File: src/rtl/guess_scoreboard.sv
// rtl/guess_scoreboard.sv - win/lose BCD scoreboard driving a 4-digit multiplexed 7-seg display
// Optional macro SCORE_SATURATE_EN: counters saturate at 99 instead of wrapping to 00.
module guess_scoreboard #(
  parameter int REFRESH_DIV = 100000,
  parameter int CNT_W       = 17
) (
  input  logic       clk,
  input  logic       rst,
  input  logic       win,
  input  logic       lose,
  input  logic       clr,
  output logic [7:0] win_cnt,
  output logic [7:0] lose_cnt,
  output logic [3:0] an,
  output logic [6:0] seg
);

  localparam logic [CNT_W-1:0] REF_LAST = CNT_W'(REFRESH_DIV - 1);

  logic             win_q;
  logic             lose_q;
  logic             win_ev;
  logic             lose_ev;
  logic [CNT_W-1:0] ref_cnt;
  logic [1:0]       idx;
  logic [3:0]       digit;

  function automatic logic [7:0] bcd_inc(input logic [7:0] v);
`ifdef SCORE_SATURATE_EN
    if (v == 8'h99) return v;
`endif
    if (v[3:0] == 4'd9) begin
      if (v[7:4] == 4'd9) return 8'h00;
      return {v[7:4] + 4'd1, 4'd0};
    end
    return {v[7:4], v[3:0] + 4'd1};
  endfunction

  function automatic logic [6:0] seg_dec(input logic [3:0] d);
    case (d)
      4'd0:    return 7'b1000000;
      4'd1:    return 7'b1111001;
      4'd2:    return 7'b0100100;
      4'd3:    return 7'b0110000;
      4'd4:    return 7'b0011001;
      4'd5:    return 7'b0010010;
      4'd6:    return 7'b0000010;
      4'd7:    return 7'b1111000;
      4'd8:    return 7'b0000000;
      4'd9:    return 7'b0010000;
      default: return 7'b1111111;
    endcase
  endfunction

  function automatic logic [3:0] an_dec(input logic [1:0] i);
    case (i)
      2'd0:    return 4'b1110;
      2'd1:    return 4'b1101;
      2'd2:    return 4'b1011;
      default: return 4'b0111;
    endcase
  endfunction

  assign win_ev  = win & ~win_q;
  assign lose_ev = lose & ~lose_q;

  // Digit order: lose ones, lose tens, win ones, win tens.
  always_comb begin
    digit = 4'd0;
    case (idx)
      2'd0:    digit = lose_cnt[3:0];
      2'd1:    digit = lose_cnt[7:4];
      2'd2:    digit = win_cnt[3:0];
      default: digit = win_cnt[7:4];
    endcase
  end

  always_ff @(posedge clk or posedge rst) begin
    if (rst) begin
      win_q    <= 1'b0;
      lose_q   <= 1'b0;
      win_cnt  <= 8'h00;
      lose_cnt <= 8'h00;
      ref_cnt  <= '0;
      idx      <= 2'd0;
      an       <= 4'b1111;
      seg      <= 7'b1111111;
    end else begin
      // Edge registers track the inputs even during clr so held levels are not recounted.
      win_q  <= win;
      lose_q <= lose;
      if (clr) begin
        win_cnt  <= 8'h00;
        lose_cnt <= 8'h00;
      end else begin
        if (win_ev)  win_cnt  <= bcd_inc(win_cnt);
        if (lose_ev) lose_cnt <= bcd_inc(lose_cnt);
      end
      if (ref_cnt == REF_LAST) begin
        ref_cnt <= '0;
        idx     <= idx + 2'd1;
      end else begin
        ref_cnt <= ref_cnt + CNT_W'(1);
      end
      an  <= an_dec(idx);
      seg <= seg_dec(digit);
    end
  end

endmodule

File: config.mk
export PLATFORM = sky130hd
export DESIGN_NAME = guess_scoreboard
export DESIGN_NICKNAME = d
export VERILOG_FILES = /design/src/rtl/guess_scoreboard.sv
export SDC_FILE = /design/constraint.sdc
export NUM_CORES = 1
export LEC_CHECK = 0
export CAP_MARGIN = 40
export CORE_AREA = 2 2 67 69
export CTS_CLUSTER_SIZE = 24
export DETAILED_ROUTE_END_ITERATION = 7
export DIE_AREA = 0 0 69 71
export PLACE_DENSITY_LB_ADDON = 0.05
export SETUP_SLACK_MARGIN = 0.2
export SKIP_CTS_REPAIR_TIMING = 1
export SLEW_MARGIN = 15
export SYNTH_ARGS = -nofsm -noshare
export SYNTH_HDL_FRONTEND = slang
export SYNTH_SLANG_ARGS = --single-unit
File: constraint.sdc
create_clock -name clk -period 5.7 [get_ports clk]
set_input_delay 1.71 -clock clk [delete_from_list [all_inputs] [get_ports clk]]
set_output_delay 1.71 -clock clk [all_outputs]
set_load 0.02 [all_outputs]
[Yosys cells after proc, flatten, opt, wreduce, memory -nomap -nowiden]
Memory sizes are Yosys's and may differ from the RTL's. A register that Yosys moved wholly into a read port is not among the register bits.
Cells that the tools add are included.
Word-level totals
  logic and storage cells: 63
  bits in read-only memories: 112
  memories kept: 1
  input bits: 5
  flip-flop bits (word level): 41
  output and inout bits: 27
Operators by class
  equal/unequal tests: 7
  bitwise operators: 4
  multiplexer cells: 29
  reductions and logical operators: 7
  $add $sub $neg: 6
Memories
  (name not given): depth 16, width 7, rd ports 1, clocked after memory_dff 1, write ports 0, line 40  | case (d)
Operators with widths (number)
  $mux 8: 12
  $pmux 4 s3: 2
  $add 17x1->17 const B: 1
  $eq 17x17->1 const B: 1
  $mux 17: 1
  $add 4x1->4 const B: 4
  $eq 4x4->1 const B: 4
  $mux 1: 14
  $reduce_bool 2->1: 4
  $reduce_and 2->1: 2
  $add 2x1->2 const B: 1
  $and 1x1->1: 2
  $eq 2x1->1 const B: 1
  $eq 2x2->1 const B: 1
  $logic_not 2->1: 1
  $not 1->1: 2

[Depth between registers and ports, before layout]
Gate-level depths: netlist of run 1.
  word-level depth: 10
  depth in mapped cells: 8
  mapped depth without buffers: 8

[Least setup slack after synthesis of run 1]
OpenSTA, ideal clock, no wires.
  path kind: input to register
  from: input win
  to: register win_cnt[6]
  path buffers: 0
  path slack: 3.041 ns
  stages on the path: 4
  setup time: 0.083 ns
  arrival time: 2.576 ns
  cell sequence: nand2b_1 nor4b_1 a21oi_1 o21ai_0
On the way
  longest elaborated chain between the ends: 3
RTL lines
  start: declaration: line 9  | input logic win,
  $and 1x1->1: line 64  | assign win_ev = win & ~win_q;
  $reduce_bool 2->1 (no line)
  $reduce_and 2->1 (no line)
  end signal: assignment: line 96  | if (win_ev) win_cnt <= bcd_inc(win_cnt);
  end: declaration: line 12  | output logic [7:0] win_cnt,
No other way between the ends.
A chain may end at the register's enable or synchronous reset.

[Worst setup path in the final report of run 1]
  from: input clr
  to: register win_cnt[6]
On the way
  longest elaborated chain between the ends: 2
  elaborated cells on any way between the ends: 4
RTL lines
  start: declaration: line 11  | input logic clr,
  $reduce_bool 2->1 (no line)
  $reduce_and 2->1 (no line)
Parallel ways exist; a longest one is shown, timed or not.

==> impl_metrics.toml, run 1 <==
[floorplanning]
dieWidth_um = 69
die_h_um = 71
ios = 32
die_area_sq_mm = 0.00490
core_sq_mm = 0.00420
floorplan.initialDensity = 0.574
std_cell_rows = 24

[grt]
grt_antenna_before_repair = 0
grt_max_degree = 36
grt_util_all_layers = 0.196
grt_pass1_wl_um = 7710
grt_pass1_vias = 1708
gr-total-overflow = 0

[timing]
finalCritPeriodShare = 0.562
rsz0062_at_grt = "false"
slew_viol_final = 0
worst_slack_ps = 2500
slew_headroom = 0.492
hold_ws_ps = 486
worst_slew_pin_slew_ps = 751
finalHoldViolations = 0
finalSetupViolations = 0
fmax_mhz = 312
clock_skew_ps = 7.33
tns_ps = 0
finalCriticalPeriod_ps = 3200

[placed_design]
dp_hpwl_um = 3160
place_congestion = 0.826
place_ws_ps = 2200
io_buffers = 31
dp_cells = 309
place_area_sq_mm = 0.00279

[worst_setup_path]
crit_start = "clr"
reg2regPathDepth = 4
cp_cell_sequence = "clkdlybuf4s50_1, nor4b_1, a21oi_1, o21ai_0"
worst_ep_arrival_time_ps = 3430
reg2reg_to = "idx[1]"
cp-end-kind = "flip-flop"
crit_type = "in2reg"
max_stage_delay_ps = 770
required_ps = 5930
r2r_start = "ref_cnt[12]"
start_kind = "primary input"
cp_slowest_cell = "nor4b_1"
ff2ff_setup_slack_ps = 3520
crit_fanout = 13

[min_path]
worstHoldPathType = "reg2reg"
holdPathEnd = "ref_cnt[0]"
hold_path_depth = 1
min_from = "ref_cnt[0]"

[cells_and_area]
layout_common_cells = "dfrtp_1 (37), clkdlybuf4s50_1 (31), nand2_1 (17), nor2_1 (17)"
drive_gt1_frac = 0.102
antenna_cells = 0
fillCellCount = 327
finalInstanceArea_sq_mm = 0.00291
final_cells = 317
nNetsFinal = 285
fin_util = 0.693
syn_to_final_growth_pct = 20.7
final_common_cell = "dfrtp_1"

[logic_synthesis]
synth.distinct_cells = 34
synth_cells = 229
synth.avg_cell_area_sq_um = 10.5
ys_ff_latch = 48
syn-cell-area_sq_mm = 0.00241
yosys_warnings = 0
synth.yosys.seq_area_share = 0.504
synth_nets = 250

[clocking]
cts_buffer_depth = 2
htree_levels = 2
clockRootBuffer = "clkbuf_8"
tritoncts.num_buffers = 5
cts_tree = "done"
insertion_delay_ps = 300
path_clk_slew_ps = 90
clock_sinks = 48

[route]
drc = 0
wl_per_cell_um = 13.7
viasPerCell = 5.62
dr.first_iter.drc_count = 181
first_pass_iters = 4
ant_nets = 0
wl_um = 4340
vias = 1780

[run]
cap_viol_max_count = 0

[power]
p_leak_nw = 1.30
power.total_mw = 0.655
vdd_drop_max_uv = 166
powerDensity_mw_per_mm2 = 225

[outcome]
status = "complete, no violations"
==> state kept, by name, summed over array words and instances (netlist names) <==
| signal | count |
|---|---|
| lose_q | 1 |
| win_q | 1 |
| ref_cnt | 17 |
| an | 4 |
| idx | 2 |
| lose_cnt | 8 |
| win_cnt | 8 |
| seg | 7 |
==> synthesized netlist by cell type (all sizes together) <==
library cell / number / area, sq um
a31oi: 2 / 12.5
a41o: 1 / 10.0
nand4: 6 / 37.5
a22o: 3 / 26.3
xor2: 9 / 78.8
a222oi: 4 / 40.0
o21ai: 10 / 50.1
mux2: 4 / 45.0
a21oi: 13 / 65.1
xnor2: 7 / 61.3
nand3b: 2 / 15.0
clkbuf: 3 / 11.3
nor4b: 2 / 23.8
ha: 16 / 200
inv: 18 / 67.6
nor2: 17 / 63.8
a211oi: 2 / 15.0
and3b: 3 / 26.3
nand2: 17 / 63.8
mux2i: 5 / 50.1
a21o: 1 / 7.51
nand3: 12 / 60.1
nand2b: 2 / 12.5
dfstp: 11 / 289
nor2b: 4 / 25.0
nor3: 6 / 30.0
and4: 5 / 43.8
a311oi: 1 / 8.76
buf: 1 / 11.3
dfrtp: 37 / 926
or3: 4 / 25.0
or4b: 1 / 10.0
==> kinds of logic (layout without fill, tap and decap cells) <==
logic type | count (synthesis) | after routing | synth area share
and+or+nand+nor | 81 | 81 | 0.181
DFF | 48 | 48 | 0.504
xor gates and xnor gates | 16 | 16 | 0.0581
AOI/OAI and AO/OA | 37 | 37 | 0.0975
buffers and inverters | 22 | 58 | 0.0373
muxes | 9 | 9 | 0.0394
adders and majority gates | 16 | 16 | 0.0830
==> layout make-up <==
cell class              instances  area (sq um)  area share
repair buffers                 32           330       0.113
inverters                      18          67.6      0.0232
multi-input cells             159          1110       0.380
flip-flops and latches         48          1210       0.417
clock buffers                   7          96.3      0.0331
clock inverters                 1          30.0      0.0103
well taps                      52          65.1      0.0223
==> worst max-delay path, delay by kind of cell <==
| family | cells | cell delay, ps |
|---|---|---|
| compound gates | 2 | 310 |
| buf+inv | 1 | 630 |
| simple gates | 1 | 770 |
==> routing by layer <==
layer	track usage	wire length, um
met4	0.0697	64
met2	0.318	2070
met1	0.256	2000
met3	0.0541	200
met5	0	0
==> how the worst max path moves through the flow <==
stage                            end  slack, ps  cells after the start
after floorplan               idx[0]       2860                      1
after global placement    win_cnt[6]       2250                      4
after detailed placement  win_cnt[6]       2200                      4
after CTS                 win_cnt[6]       2510                      4
after global routing      win_cnt[6]       2320                      4
final                     win_cnt[6]       2500                      4
==> power breakdown <==
| group | total (mW) | internal (mW) | switching [mW] |
|---|---|---|---|
| sequential | 0.351 | 0.347 | 0.00392 |
| clock | 0.263 | 0.155 | 0.108 |
| combinational | 0.0410 | 0.0169 | 0.0241 |
| total | 0.655 | 0.519 | 0.136 |
Note: power is estimated with default switching activity, not from simulation.
==> inputs of run 2 (changes only) <==
--- a/config.mk
+++ b/config.mk
@@ -6,10 +6,10 @@
 export NUM_CORES = 1
 export LEC_CHECK = 0
 export CAP_MARGIN = 40
-export CORE_AREA = 2 2 67 69
+export CORE_AREA = 2 2 70 72
 export CTS_CLUSTER_SIZE = 24
 export DETAILED_ROUTE_END_ITERATION = 7
-export DIE_AREA = 0 0 69 71
+export DIE_AREA = 0 0 72 74
 export PLACE_DENSITY_LB_ADDON = 0.05
 export SETUP_SLACK_MARGIN = 0.2
 export SKIP_CTS_REPAIR_TIMING = 1
==> constraint.sdc (replaced) <==
create_clock -name clk -period 3 [get_ports clk]
set_input_delay 0.9 -clock clk [delete_from_list [all_inputs] [get_ports clk]]
set_output_delay 0.9 -clock clk [all_outputs]
set_load 0.02 [all_outputs]
==> impl_metrics.toml, run 2 (synthesized netlist as in run 1, its figures left out) <==
[floorplanning]
die_area_sq_mm = 0.00533
core_sq_mm = 0.00460
ios = 32
floorplan.initialDensity = 0.525
die_h_um = 74
std_cell_rows = 25
dieWidth_um = 72

[clocking]
cts_buffer_depth = 2
insertion_delay_ps = 300
clockRootBuffer = "clkbuf_8"
path_clk_slew_ps = 80
clock_sinks = 48
tritoncts.num_buffers = 5
cts_tree = "done"
htree_levels = 2

[grt]
grt_antenna_before_repair = 0
grt_pass1_wl_um = 7730
gr-total-overflow = 0
grt_util_all_layers = 0.184
grt_max_degree = 19
grt_pass1_vias = 1710

[cells_and_area]
largest-register = "ref_cnt"
syn_to_final_growth_pct = 19.7
fillCellCount = 400
final_cells = 322
reg_top3 = "ref_cnt (17), lose_cnt (8), win_cnt (8)"
antenna_cells = 0
layout_common_cells = "dfrtp_1 (37), clkdlybuf4s50_1 (31), nand2_1 (17), nor2_1 (17)"
drive_gt1_frac = 0.104
final_common_cell = "dfrtp_1"
nNetsFinal = 288
largest_reg_flops = 17

[route]
dr.first_iter.drc_count = 111
drc = 0
wl_um = 4340
first_pass_iters = 4
ant_nets = 0
viasPerCell = 5.56
wl_per_cell_um = 13.5
vias = 1789

[worst_setup_path]
cp_num_buf_inv = 1
max_stage_delay_ps = 650
path_delay_family = "buffers and inverters"
start_kind = "flip-flop"
crit_fanout = 7
cp_slowest_cell = "clkdlybuf4s50_1"
required_ps = 2100
cp-end-kind = "output pin"
cp_cell_sequence = "clkdlybuf4s50_1"
worst_ep_arrival_time_ps = 1420
crit_type = "reg2out"

[power]
powerDensity_mw_per_mm2 = 392
p_leak_nw = 1.29
vdd_drop_max_uv = 316

[placed_design]
dp_cells = 314
dp_hpwl_um = 3280
io_buffers = 31
place_congestion = 0.806

[timing]
finalSetupViolations = 0
finalHoldViolations = 0
slew_viol_final = 0
clock_skew_ps = 6.07
rsz0062_at_grt = "false"
slew_headroom = 0.660
finalCritPeriodShare = 0.774
fmax_mhz = 431
worst_slew_pin_slew_ps = 495
tns_ps = 0
finalCriticalPeriod_ps = 2320

[run]
cap_viol_max_count = 0

[min_path]
worstHoldPathType = "reg2reg"

[outcome]
status = "complete, no violations"
[run 2: cell count changes in the layout (fill, tap and decap cells not counted), sizes merged]
| cell | delta |
|---|---|
| clkbuf | +1 |
| bufinv | -1 |
| buf | +3 |
[run 2: final timing paths]
path                        startpoint          end  slack (ps)  cells past startpoint
min in group asynchronous          rst  ref_cnt[11]         870                      2
hold / removal              ref_cnt[0]   ref_cnt[0]         490                      1
max in group asynchronous          rst        an[1]        1540                      3
setup reg to reg                idx[0]       seg[1]         940                      6
setup / recovery           lose_cnt[0]  lose_cnt[0]         680                      1
hold reg to reg             ref_cnt[0]   ref_cnt[0]         490                      1
[run 2: metal layers]
| layer | share of wire | track usage |
|---|---|---|
| met1 | 0.48 | 0.244 |
| met2 | 0.46 | 0.308 |
| met3 | 0.042 | 0.0447 |
| met4 | 0.012 | 0.0503 |
| met5 | 0 | 0 |
[run 2: metrics by stage]
stage | total power, mW | hold slack (ps) | setup slack, ps | cell area (sq um) | util
finish | 1.13 | 486 | 678 | 2890 | 0.628
global route | 1.18 | 511 | 602 | 2890 | 0.628
CTS | 1.15 | 491 | 651 | 2890 | 0.628
detailed placement | 0.758 | 479 | 594 | 2800 | 0.608
global placement | 0.756 | 469 | 606 | 2800 | 0.608
floorplan | 0.722 | 444 | 974 | 2410 | -
[run 2: cell type report]
class	count	area (sq um)	area share
flip-flops and latches	48	1210	0.421
clock buffers	8	90.1	0.0312
inverters	18	67.6	0.0234
repair buffers	35	340	0.118
multi-input cells	159	1110	0.383
well taps	54	67.6	0.0234
[run 2: where the power goes]
part | total, mW | internal [mW] | switching (mW)
sequential | 0.667 | 0.659 | 0.00748
clock | 0.388 | 0.188 | 0.200
combinational | 0.0766 | 0.0312 | 0.0454
==> inputs of run 3 (changes only) <==
--- a/config.mk
+++ b/config.mk
@@ -6,10 +6,10 @@
 export NUM_CORES = 1
 export LEC_CHECK = 0
 export CAP_MARGIN = 40
-export CORE_AREA = 2 2 70 72
+export CORE_AREA = 2 2 74 76
 export CTS_CLUSTER_SIZE = 24
 export DETAILED_ROUTE_END_ITERATION = 7
-export DIE_AREA = 0 0 72 74
+export DIE_AREA = 0 0 76 78
 export PLACE_DENSITY_LB_ADDON = 0.05
 export SETUP_SLACK_MARGIN = 0.2
 export SKIP_CTS_REPAIR_TIMING = 1
==> constraint.sdc (replaced) <==
create_clock -name clk -period 2.1 [get_ports clk]
set_input_delay 0.63 -clock clk [delete_from_list [all_inputs] [get_ports clk]]
set_output_delay 0.63 -clock clk [all_outputs]
set_load 0.02 [all_outputs]
==> impl_metrics.toml, run 3 (synthesized netlist as in run 1, its figures left out) <==
[cells_and_area]
largest-register = "ref_cnt"
fin_util = 0.618
antenna_cells = 0
layout_common_cells = "dfrtp_1 (37), dlymetal6s2s_1 (27), nand2_1 (17), nor2_1 (16), buf_4 (15)"
final_cells = 349
fillCellCount = 429
largest_reg_flops = 17
regArea_sq_mm = 0.00121
syn_to_final_growth_pct = 29.3
drive_gt1_frac = 0.176
reg_top3 = "ref_cnt (17), lose_cnt (8), win_cnt (8)"
finalInstanceArea_sq_mm = 0.00312
multiInputGateArea_sq_mm = 0.00116
nNetsFinal = 299
final_common_cell = "dfrtp_1"

[floorplanning]
std_cell_rows = 26
core_sq_mm = 0.00504
floorplan.initialDensity = 0.478
dieWidth_um = 76
ios = 32
die_h_um = 78
die_area_sq_mm = 0.00593

[outcome]
status = "complete, no violations"

[grt]
use_met3 = 0.0384
use_met2 = 0.280
grt_pass1_wl_um = 8160
grt_max_degree = 30
met1_usage = 0.223
grt_antenna_before_repair = 0
grt_pass1_vias = 1716
grt_util_all_layers = 0.170
gr-total-overflow = 0
gr-max-usage-layer = "met2"

[timing]
finalCritPeriodShare = 0.910
clock_skew_ps = 5.09
finalHoldViolations = 0
finalCriticalPeriod_ps = 1910
fmax_mhz = 523
slew_headroom = 0.717
worst_slew_pin_slew_ps = 413
finalSetupViolations = 0
rsz0062_at_grt = "true"
tns_ps = 0
slew_viol_final = 0

[placed_design]
io_buffers = 31
place_area_sq_mm = 0.00283
dp_hpwl_um = 3420
place_congestion = 0.759
dp_cells = 332

[clocking]
clockRootBuffer = "clkbuf_8"
path_clk_slew_ps = 90
cts_buffer_depth = 2
clock_sinks = 48
tritoncts.num_buffers = 5
cts_tree = "done"
htree_levels = 2
insertion_delay_ps = 300

[worst_setup_path]
required_ps = 2320
cp-end-kind = "flip-flop"
worst_ep_arrival_time_ps = 2130
start_kind = "flip-flop"
crit_fanout = 7
crit_type = "reg2reg"

[route]
viasPerCell = 5.19
wl_um = 4870
dr.first_iter.drc_count = 74
wl_per_cell_um = 14.0
drc = 0
first_pass_iters = 4
ant_nets = 0
vias = 1811

[power]
p_leak_nw = 1.78
powerDensity_mw_per_mm2 = 533
vdd_drop_max_uv = 402

[run]
cap_viol_max_count = 0

[min_path]
worstHoldPathType = "reg2reg"
[run 3: cell count changes in the layout (fill, tap and decap cells not counted), sizes merged]
cell	delta
buf	+11
dlymetal6s2s	+27
clkdlybuf4s50	-27
[run 3: worst max-delay path, cell delays in order (launching register included)]
cell and delay, ps:
dfrtp_1 430, buf_4 160, ha_1 200, inv_2 160, mux2i_2 400, inv_1 140
ha_1 200, nand2_1 60, nand3_1 80
[run 3: power by group]
part | leakage [nW] | switching (mW) | internal, mW
Combinational | 1.12 | 0.0663 | 0.0442
Sequential | 0.611 | 0.0106 | 0.942
Clock | 0.0515 | 0.298 | 0.301
Total | 1.78 | 0.375 | 1.29
[run 3: metal layers]
layer / part of all wire / up-vias
li1: - / 903
met1: 0.46 / 863
met2: 0.48 / 36
met3: 0.037 / 9
met4: 0.016 / 0
met5: 0 / -
[run 3: area by class of cell]
cell class / count / area share
sequential: 48 / 0.390
tap: 70 / 0.0281
clock buffer: 8 / 0.0321
timing repair buffer: 46 / 0.157
multi-input combinational: 159 / 0.371
inverter: 18 / 0.0217
[run 3: through the flow]
stage / setup slack [ps] / power, mW / hold WS, ps
2_1_floorplan: 272 / 1.03 / 444
3_3_place_gp: 111 / 1.08 / 474
3_5_place_dp: 71.4 / 1.08 / 478
4_1_cts: 8.48 / 1.68 / 494
5_1_grt: 24.0 / 1.72 / 525
6_report: 189 / 1.66 / 491
[run 3: final timing paths]
kind	start	endpoint	slack, ps	cells past startpoint
setup / recovery	idx[1]	seg[0]	190	8
hold / removal	ref_cnt[0]	ref_cnt[0]	490	1
setup reg to reg	idx[1]	seg[0]	190	8
hold reg to reg	ref_cnt[0]	ref_cnt[0]	490	1
max in group asynchronous	rst	an[2]	1080	3
min in group asynchronous	rst	ref_cnt[5]	660	3
